<file path="config.mk">
export PLATFORM = sky130hd
export DESIGN_NAME = rr_arb_4_way
export DESIGN_NICKNAME = d
export VERILOG_FILES = /design/src/rtl/rr_arb_4_way.sv
export SDC_FILE = /design/constraint.sdc
export NUM_CORES = 1
export LEC_CHECK = 0
export ABC_AREA = 1
export BUFFER_PORTS_ARGS = -buffer_cell sky130_fd_sc_hd__buf_2
export CELL_PAD_IN_SITES_DETAIL_PLACEMENT = 1
export CELL_PAD_IN_SITES_GLOBAL_PLACEMENT = 1
export CORE_MARGIN = 2
export CORE_UTILIZATION = 25
export CTS_CLUSTER_DIAMETER = 30
export DETAILED_ROUTE_END_ITERATION = 7
export GPL_TIMING_DRIVEN = 1
export PLACE_DENSITY_LB_ADDON = 0.3
export SYNTH_ARGS = -nofsm -noshare
export SYNTH_HDL_FRONTEND = slang
export SYNTH_SLANG_ARGS = --single-unit
</file>
<file path="constraint.sdc">
create_clock -name clk_in -period 3.94 [get_ports clk_in]
set_input_delay 1.182 -clock clk_in [delete_from_list [all_inputs] [get_ports clk_in]]
set_output_delay 1.182 -clock clk_in [all_outputs]
set_load 0.01 [all_outputs]
</file>
<file path="src/rtl/rr_arb_4_way.sv">
// Four-way round-robin arbiter with stall timeout and a shared payload mux.
// A stalled grant is aborted after TIMEOUT_CYCLES so one requester cannot hog the bus.
module rr_arb_4_way #(
  parameter int DATA_WIDTH     = 32,
  parameter int TIMEOUT_CYCLES = 16
) (
  input  logic                  clk_in,
  input  logic                  rst_n_in,
  input  logic [3:0]            req_in,
  input  logic [DATA_WIDTH-1:0] a_in,
  input  logic [DATA_WIDTH-1:0] b_in,
  input  logic [DATA_WIDTH-1:0] c_in,
  input  logic [DATA_WIDTH-1:0] d_in,
  input  logic                  ready_in,
  output logic [3:0]            gnt_out,
  output logic [1:0]            sel_out,
  output logic                  valid_out,
  output logic [DATA_WIDTH-1:0] data_out,
  output logic                  timeout_out
);

  typedef enum logic {
    S_IDLE,
    S_GRANT
  } state_t;

  localparam logic [7:0] STALL_MAX = 8'(TIMEOUT_CYCLES - 1);

  state_t     r_state;
  logic [3:0] r_gnt;
  logic [1:0] r_sel;
  logic [1:0] r_last;
  logic [7:0] r_stall;
  logic       r_valid;
  logic       r_tmo;
  logic       r_armed;

  logic       w_busy;
  logic       w_cur_req;
  logic       w_xfer;
  logic       w_wdraw;
  logic       w_abort;
  logic       w_done;
  logic       w_any;
  logic [1:0] w_last_nxt;
  logic [1:0] w_pick;

  // Scan last+1 .. last+4; the lowest offset with a request wins.
  function automatic logic [1:0] f_pick(
    input logic [3:0] req,
    input logic [1:0] last
  );
    logic [1:0] idx;
    f_pick = last;
    for (int k = 4; k >= 1; k--) begin
      idx = last + 2'(k);
      if (req[idx]) f_pick = idx;
    end
  endfunction

  always_comb begin
    w_busy     = (r_state == S_GRANT);
    w_cur_req  = req_in[r_sel];
    w_xfer     = w_busy && w_cur_req && ready_in;
    w_wdraw    = w_busy && !w_cur_req;
    w_abort    = w_busy && w_cur_req && !ready_in
                 && (r_stall == STALL_MAX);
    w_done     = w_xfer || w_wdraw || w_abort;
    w_any      = |req_in;
    w_last_nxt = (w_xfer || w_abort) ? r_sel : r_last;
    w_pick     = f_pick(req_in, w_last_nxt);
  end

  always_ff @(posedge clk_in or negedge rst_n_in) begin
    if (!rst_n_in) begin
      r_state <= S_IDLE;
      r_gnt   <= 4'b0000;
      r_sel   <= 2'd0;
      r_last  <= 2'd3;
      r_stall <= 8'd0;
      r_valid <= 1'b0;
      r_tmo   <= 1'b0;
      r_armed <= 1'b0;
    end else begin
      // First edge after release only arms the block.
      r_armed <= 1'b1;
      r_tmo   <= w_abort;
      r_last  <= w_last_nxt;
      unique case (r_state)
        S_IDLE: begin
          if (r_armed && w_any) begin
            r_state <= S_GRANT;
            r_gnt   <= 4'b0001 << w_pick;
            r_sel   <= w_pick;
            r_valid <= 1'b1;
            r_stall <= 8'd0;
          end
        end
        S_GRANT: begin
          if (w_done) begin
            if (w_any) begin
              r_gnt   <= 4'b0001 << w_pick;
              r_sel   <= w_pick;
              r_stall <= 8'd0;
            end else begin
              r_state <= S_IDLE;
              r_gnt   <= 4'b0000;
              r_valid <= 1'b0;
              r_stall <= 8'd0;
            end
          end else begin
            r_stall <= r_stall + 8'd1;
          end
        end
        default: begin
          r_state <= S_IDLE;
          r_gnt   <= 4'b0000;
          r_valid <= 1'b0;
        end
      endcase
    end
  end

  always_comb begin
    data_out = a_in;
    unique case (r_sel)
      2'd0: data_out = a_in;
      2'd1: data_out = b_in;
      2'd2: data_out = c_in;
      2'd3: data_out = d_in;
      default: data_out = a_in;
    endcase
  end

  assign gnt_out     = r_gnt;
  assign sel_out     = r_sel;
  assign valid_out   = r_valid;
  assign timeout_out = r_tmo;

endmodule

</file>
# After elaboration in Yosys (flattened, before gate mapping)
# Index checks and enable logic that the tools add are counted.
[classes]
bitwise = 1
n_mux = 32
n_shift = 1
add_sub_neg = 4
n_lt_le_gt_ge = 4
n_eq_ne = 8
n_reduce_logical = 16
[op_table]
columns = ["operator", "n"]
rows = [
  ["32-bit one-hot mux with 4 select lines", 1],
  ["8-bit two-way mux", 2],
  ["8-bit one-hot mux with 2 select lines", 1],
  ["2-bit two-way mux", 7],
  ["2-bit by 3-bit < comparator with 1-bit output (second input constant)", 4],
  ["4-bit two-way mux", 3],
  ["1-bit two-way mux", 10],
  ["8-bit by 1-bit adder with 8-bit output (second input constant)", 1],
  ["1-bit binary-select mux with 2-bit select", 4],
  ["8-bit by 4-bit == test with 1-bit output (second input constant)", 1],
  ["4-bit one-hot mux with 2 select lines", 1],
  ["1-bit logical AND", 6],
  ["3-bit AND reduction", 2],
  ["2-bit adder (second input constant)", 2],
  ["2-bit == test (second input constant)", 2],
  ["2-bit by 1-bit != test with 1-bit output (second input constant)", 2],
  ["2-bit != test (second input constant)", 2],
  ["1-bit one-hot mux with 2 select lines", 2],
  ["2-bit one-hot mux with 2 select lines", 1],
  ["4-bit OR reduction", 1],
  ["1-bit by 2-bit left shift with 4-bit output (first input constant)", 1],
  ["1-bit logical OR", 3],
  ["2-bit by 1-bit adder with 2-bit output (second input constant)", 1],
  ["2-bit by 1-bit == test with 1-bit output (second input constant)", 1],
  ["4 further kinds", 5],
]
[totals]
out_inout_bits = 40
elab_cells = 74
in_bits = 135
register_bits = 20

# Logic depth before layout (Yosys ltp)
[logic_depth]
depth_word = 17
mapped_depth = 20
ltp_nobuf = 19

# Worst setup path before layout
# No wires, ideal clock.
[synth_path]
path_type = "input -> register"
startpoint = "in ready_in"
endpoint = "reg r_gnt[3], in the netlist gnt_out[3]"
required_ns = 3.824
setup_ns = 0.116
arrival_ns = 2.567
path_slack_ns = 1.256
path_stages = 18
path_buffers = 0
cell_sequence = "inv_1 -> nand2_1 -> nor2_1 -> nand3_1 -> nand2_1 -> nand3_1 -> nand2_4 -> nand2_1 -> nand2_2 -> nand2_1 -> nand2_1 -> nand2_2 -> nand2_2 -> nand2_2 -> nand2_1 -> nor2_2 -> nand2_1 -> nand2_1"
[synth_via]
elab_chain_len = 15
[synth_rtl]
columns = ["item", "line_no", "source"]
rows = [
  ["start: declaration", "14", "input logic ready_in,"],
  ["1-bit zero test", "66", "w_abort = w_busy && w_cur_req && !ready_in"],
  ["1-bit logical AND", "66", ""],
  ["1-bit logical AND", "67", "&& (r_stall == STALL_MAX);"],
  ["1-bit logical OR (*)", "70", "w_last_nxt = (w_xfer || w_abort) ? r_sel : r_last;"],
  ["2-bit two-way mux (*)", "70", ""],
  ["named net w_last_nxt[0]", "45", "logic [1:0] w_last_nxt;"],
  ["2-bit adder", "56", "idx = last + 2'(k);"],
  ["1-bit binary-select mux with 2-bit select", "57", "if (req[idx]) f_pick = idx;"],
  ["1-bit two-way mux (not written as such)", "57", ""],
  ["2-bit two-way mux (2 in a row)", "57", ""],
  ["2-bit two-way mux (*)", "57", ""],
  ["1-bit by 2-bit left shift with 4-bit output (*)", "93, 102", ""],
  ["4-bit two-way mux", "101", "if (w_any) begin"],
  ["4-bit two-way mux", "100", "if (w_done) begin"],
  ["4-bit one-hot mux with 2 select lines (*)", "89", "unique case (r_state)"],
  ["end signal: assignment", "93", "r_gnt <= 4'b0001 << w_pick;"],
  ["end signal: assignment", "102", "r_gnt <= 4'b0001 << w_pick;"],
  ["end: declaration", "30", "logic [3:0] r_gnt;"],
]
# The timed path passes the listed nets; every way through them passes the cells marked *. The select of a mux whose other input is x is not followed.
# A chain may end at the register's enable or synchronous reset.

# Worst setup path after layout
[layout_path]
startpoint = "reg r_sel[0], in the netlist sel_out[0]"
endpoint = "out data_out[11]"
[layout_via]
elab_chain_len = 2
[layout_rtl]
columns = ["item", "line_no", "source"]
rows = [
  ["start: declaration", "31", "logic [1:0] r_sel;"],
  ["start signal: assignment", "94", "r_sel <= w_pick;"],
  ["start signal: assignment", "103", "r_sel <= w_pick;"],
  ["2-bit == test, or another cell as far along", "126", "unique case (r_sel)"],
  ["32-bit one-hot mux with 4 select lines (*)", "126", ""],
  ["end: declaration", "18", "output logic [DATA_WIDTH-1:0] data_out,"],
]
# Every way passes the cells marked *; elsewhere a longest branch is shown, timed or not.

==> out/metrics.cfg <==
[pwr]
power_mw=2.12
share_comb_of_total_power=0.774
clkPwrFrac=0.077
p_seq_frac=0.149
ir_drop_mv=0.370
p_leak_nw=1.70
swShare=0.556
power_density_nw_per_um2=692
p_int_mw=0.943
p_switching_mw=1.18

[clock_tree]
post_cts_buffers=0
htree_levels=1
clock_sinks=20
cts_resized=0
clock_latency_ps=270
cts_tree=done
cts_hold_buf=0
path_clk_slew_ps=80
cts_max_path_buffers=2
cts_buffers=3
root_buffer=clkbuf_8

[job]
drv_cap=0

[synth]
yosys_register_bits=20
syn_inst=354
synth_edf_count=0
synth_top_area_share=0.350
synth_area_leaders=nand2_1, dfrtp_1, nand4_1
synth_nets=490
synth_ff_type=dfrtp_1
yosys.cell_types.count=28
avgSynthCellArea_sq_um=5.72
yosys_warnings=0
seq_area_frac_synth=0.248
yosysTopAreaCell=nand2_1
ys_async_sr_fraction=1.00
syn_area_sq_um=2030

[floorplan]
rows=32
die_w_um=94.0
io_pins=175
start_util=0.259
coreArea_sq_um=7810
die_h_um=94.0
dieArea_sq_um=8840

[final_layout]
final_common_cell=nand2_1
layout.cells.most_common_list=nand2_1, buf_2, nand4_1, inv_1, dfrtp_1
final_util=0.393
antenna_cells=0
layout.nets=659
drive_gt1_frac=0.398
area_growth_pct=51.4

[global_route]
grt_util_met2=0.379
busiest_layer=met2
grt_max_degree=34
grt_pass1_vias=2865
gr-usage-all-layers=0.198
grt_pass1_wl_um=13900
grt.met1_usage=0.229
use_met3=0.0321
antenna_found_initial=0
grt_overflow_total=0

[timing]
layout_min_cycle_time_ps=3240
fmax_mhz=309
fin_skew_ps=3.01
setup_viol_count_final=0
hold_viol=0
finalSetupTns_ps=0
rsz0062_at_grt=no
final_max_slew_viol_count=0
tightest_slew_ps=793
fin_ws_ps=701
fin_crit_sh=0.822
hold_slack_ps=485
slew_headroom=0.470

[placed_design]
dp_slack_ps=786
hpwl_um=7760
place.gp.congestion=0.797
portBuffers=174

[min_path]
hold_path_depth=2
hold_path.class=register to register
worstHoldEndpoint=gnt_out[2]
min_from=gnt_out[2]

[critical_path]
r2r_end=gnt_out[3]
reg2reg_slack_ps=1040
cp_max_fo=19
cp-end-kind=output pin
critPathArrivalTime_ps=2060
required_ps=2760
worstSetupPathType=register to output pin
worstReg2RegStart=sel_out[1]
crit_path_start_kind=register
rr_worst_depth=18

[route]
drt_iter0_drc=65
vias=2907
wire_per_inst_um=14.9
drc_errors=0
viasPerCell=4.66
wirelength_um=9290
dr.pass1.iters=4
postRouteAntennaNets=0

[run_status]
status=complete, no violations

cells in the mapped netlist, drive strengths merged (2+ instances only):
master  number
inv         27
dfrtp       18
xor2         3
o22ai        4
nand4       32
nor3         3
clkbuf      12
o21ai        5
dfstp        2
nand3       18
nand2      202
a21oi        4
nor2        16
stage by stage:
stage / area (sq um) / instances
after CTS: 3070 / 624
after global placement: 3010 / 620
after global routing: 3070 / 624
after floorplan: 2030 / 354
after detailed placement: 3010 / 620
final: 3070 / 624
cells by family (layout without fill, tap and decap cells):
| family | count (synthesis) | after routing | synth area share |
|---|---|---|---|
| other cells | 1 | 1 | 0.00185 |
| fa+ha+maj | 1 | 1 | 0.00618 |
| flops | 20 | 20 | 0.248 |
| buf+inv | 41 | 209 | 0.0766 |
| simple gates | 273 | 273 | 0.606 |
| xor+xnor | 4 | 4 | 0.0173 |
| compound gates | 14 | 14 | 0.0439 |
worst max-delay path: stages, from the launching register on:
cell and delay, ps:
dfrtp_1 500, inv_2 170, nand2_1 60, inv_1 390, buf_4 330, nand2_1 80
nand4_1 90, buf_2 150
routing by layer:
metal  vias up  part of all wire
met5         -                 0
met4         0             0.011
met3         6             0.061
met2        87              0.53
met1      1345              0.39
li1       1469                 -
final cells by class:
| class | count | area (sq um) |
|---|---|---|
| sequential | 20 | 503 |
| fill | 1106 | 4740 |
| clock buffer | 4 | 55.1 |
| timing repair buffer | 177 | 906 |
| inverter | 28 | 105 |
| tap | 102 | 128 |
| multi-input combinational | 293 | 1370 |
worst max-delay path by stage:
stage                     cells after the start        from            to  slack (ps)
after floorplan                              18    ready_in    gnt_out[3]        1260
after global placement                       11   req_in[0]    gnt_out[3]         860
after detailed placement                     11   req_in[0]    gnt_out[3]         790
after CTS                                     7  sel_out[0]  data_out[11]         630
after global routing                          7  sel_out[0]  data_out[21]         470
final                                         7  sel_out[0]  data_out[11]         700
power groups by stage:
stage | Sequential (mW) | Clock [mW] | Combinational, mW
2_1_floorplan | 0.308 | 0 | 1.07
3_3_place_gp | 0.320 | 0 | 1.64
3_5_place_dp | 0.321 | 0 | 1.68
4_1_cts | 0.317 | 0.166 | 1.68
5_1_grt | 0.324 | 0.173 | 1.86
6_report | 0.316 | 0.163 | 1.64
state kept, by name (all words and copies together) (netlist names):
signal and count:
r_stall 8, sel_out 2, r_armed 1, gnt_out 4, timeout_out 1, valid_out 1
r_last 2, r_state 1
(Power assumes the default switching activity.)
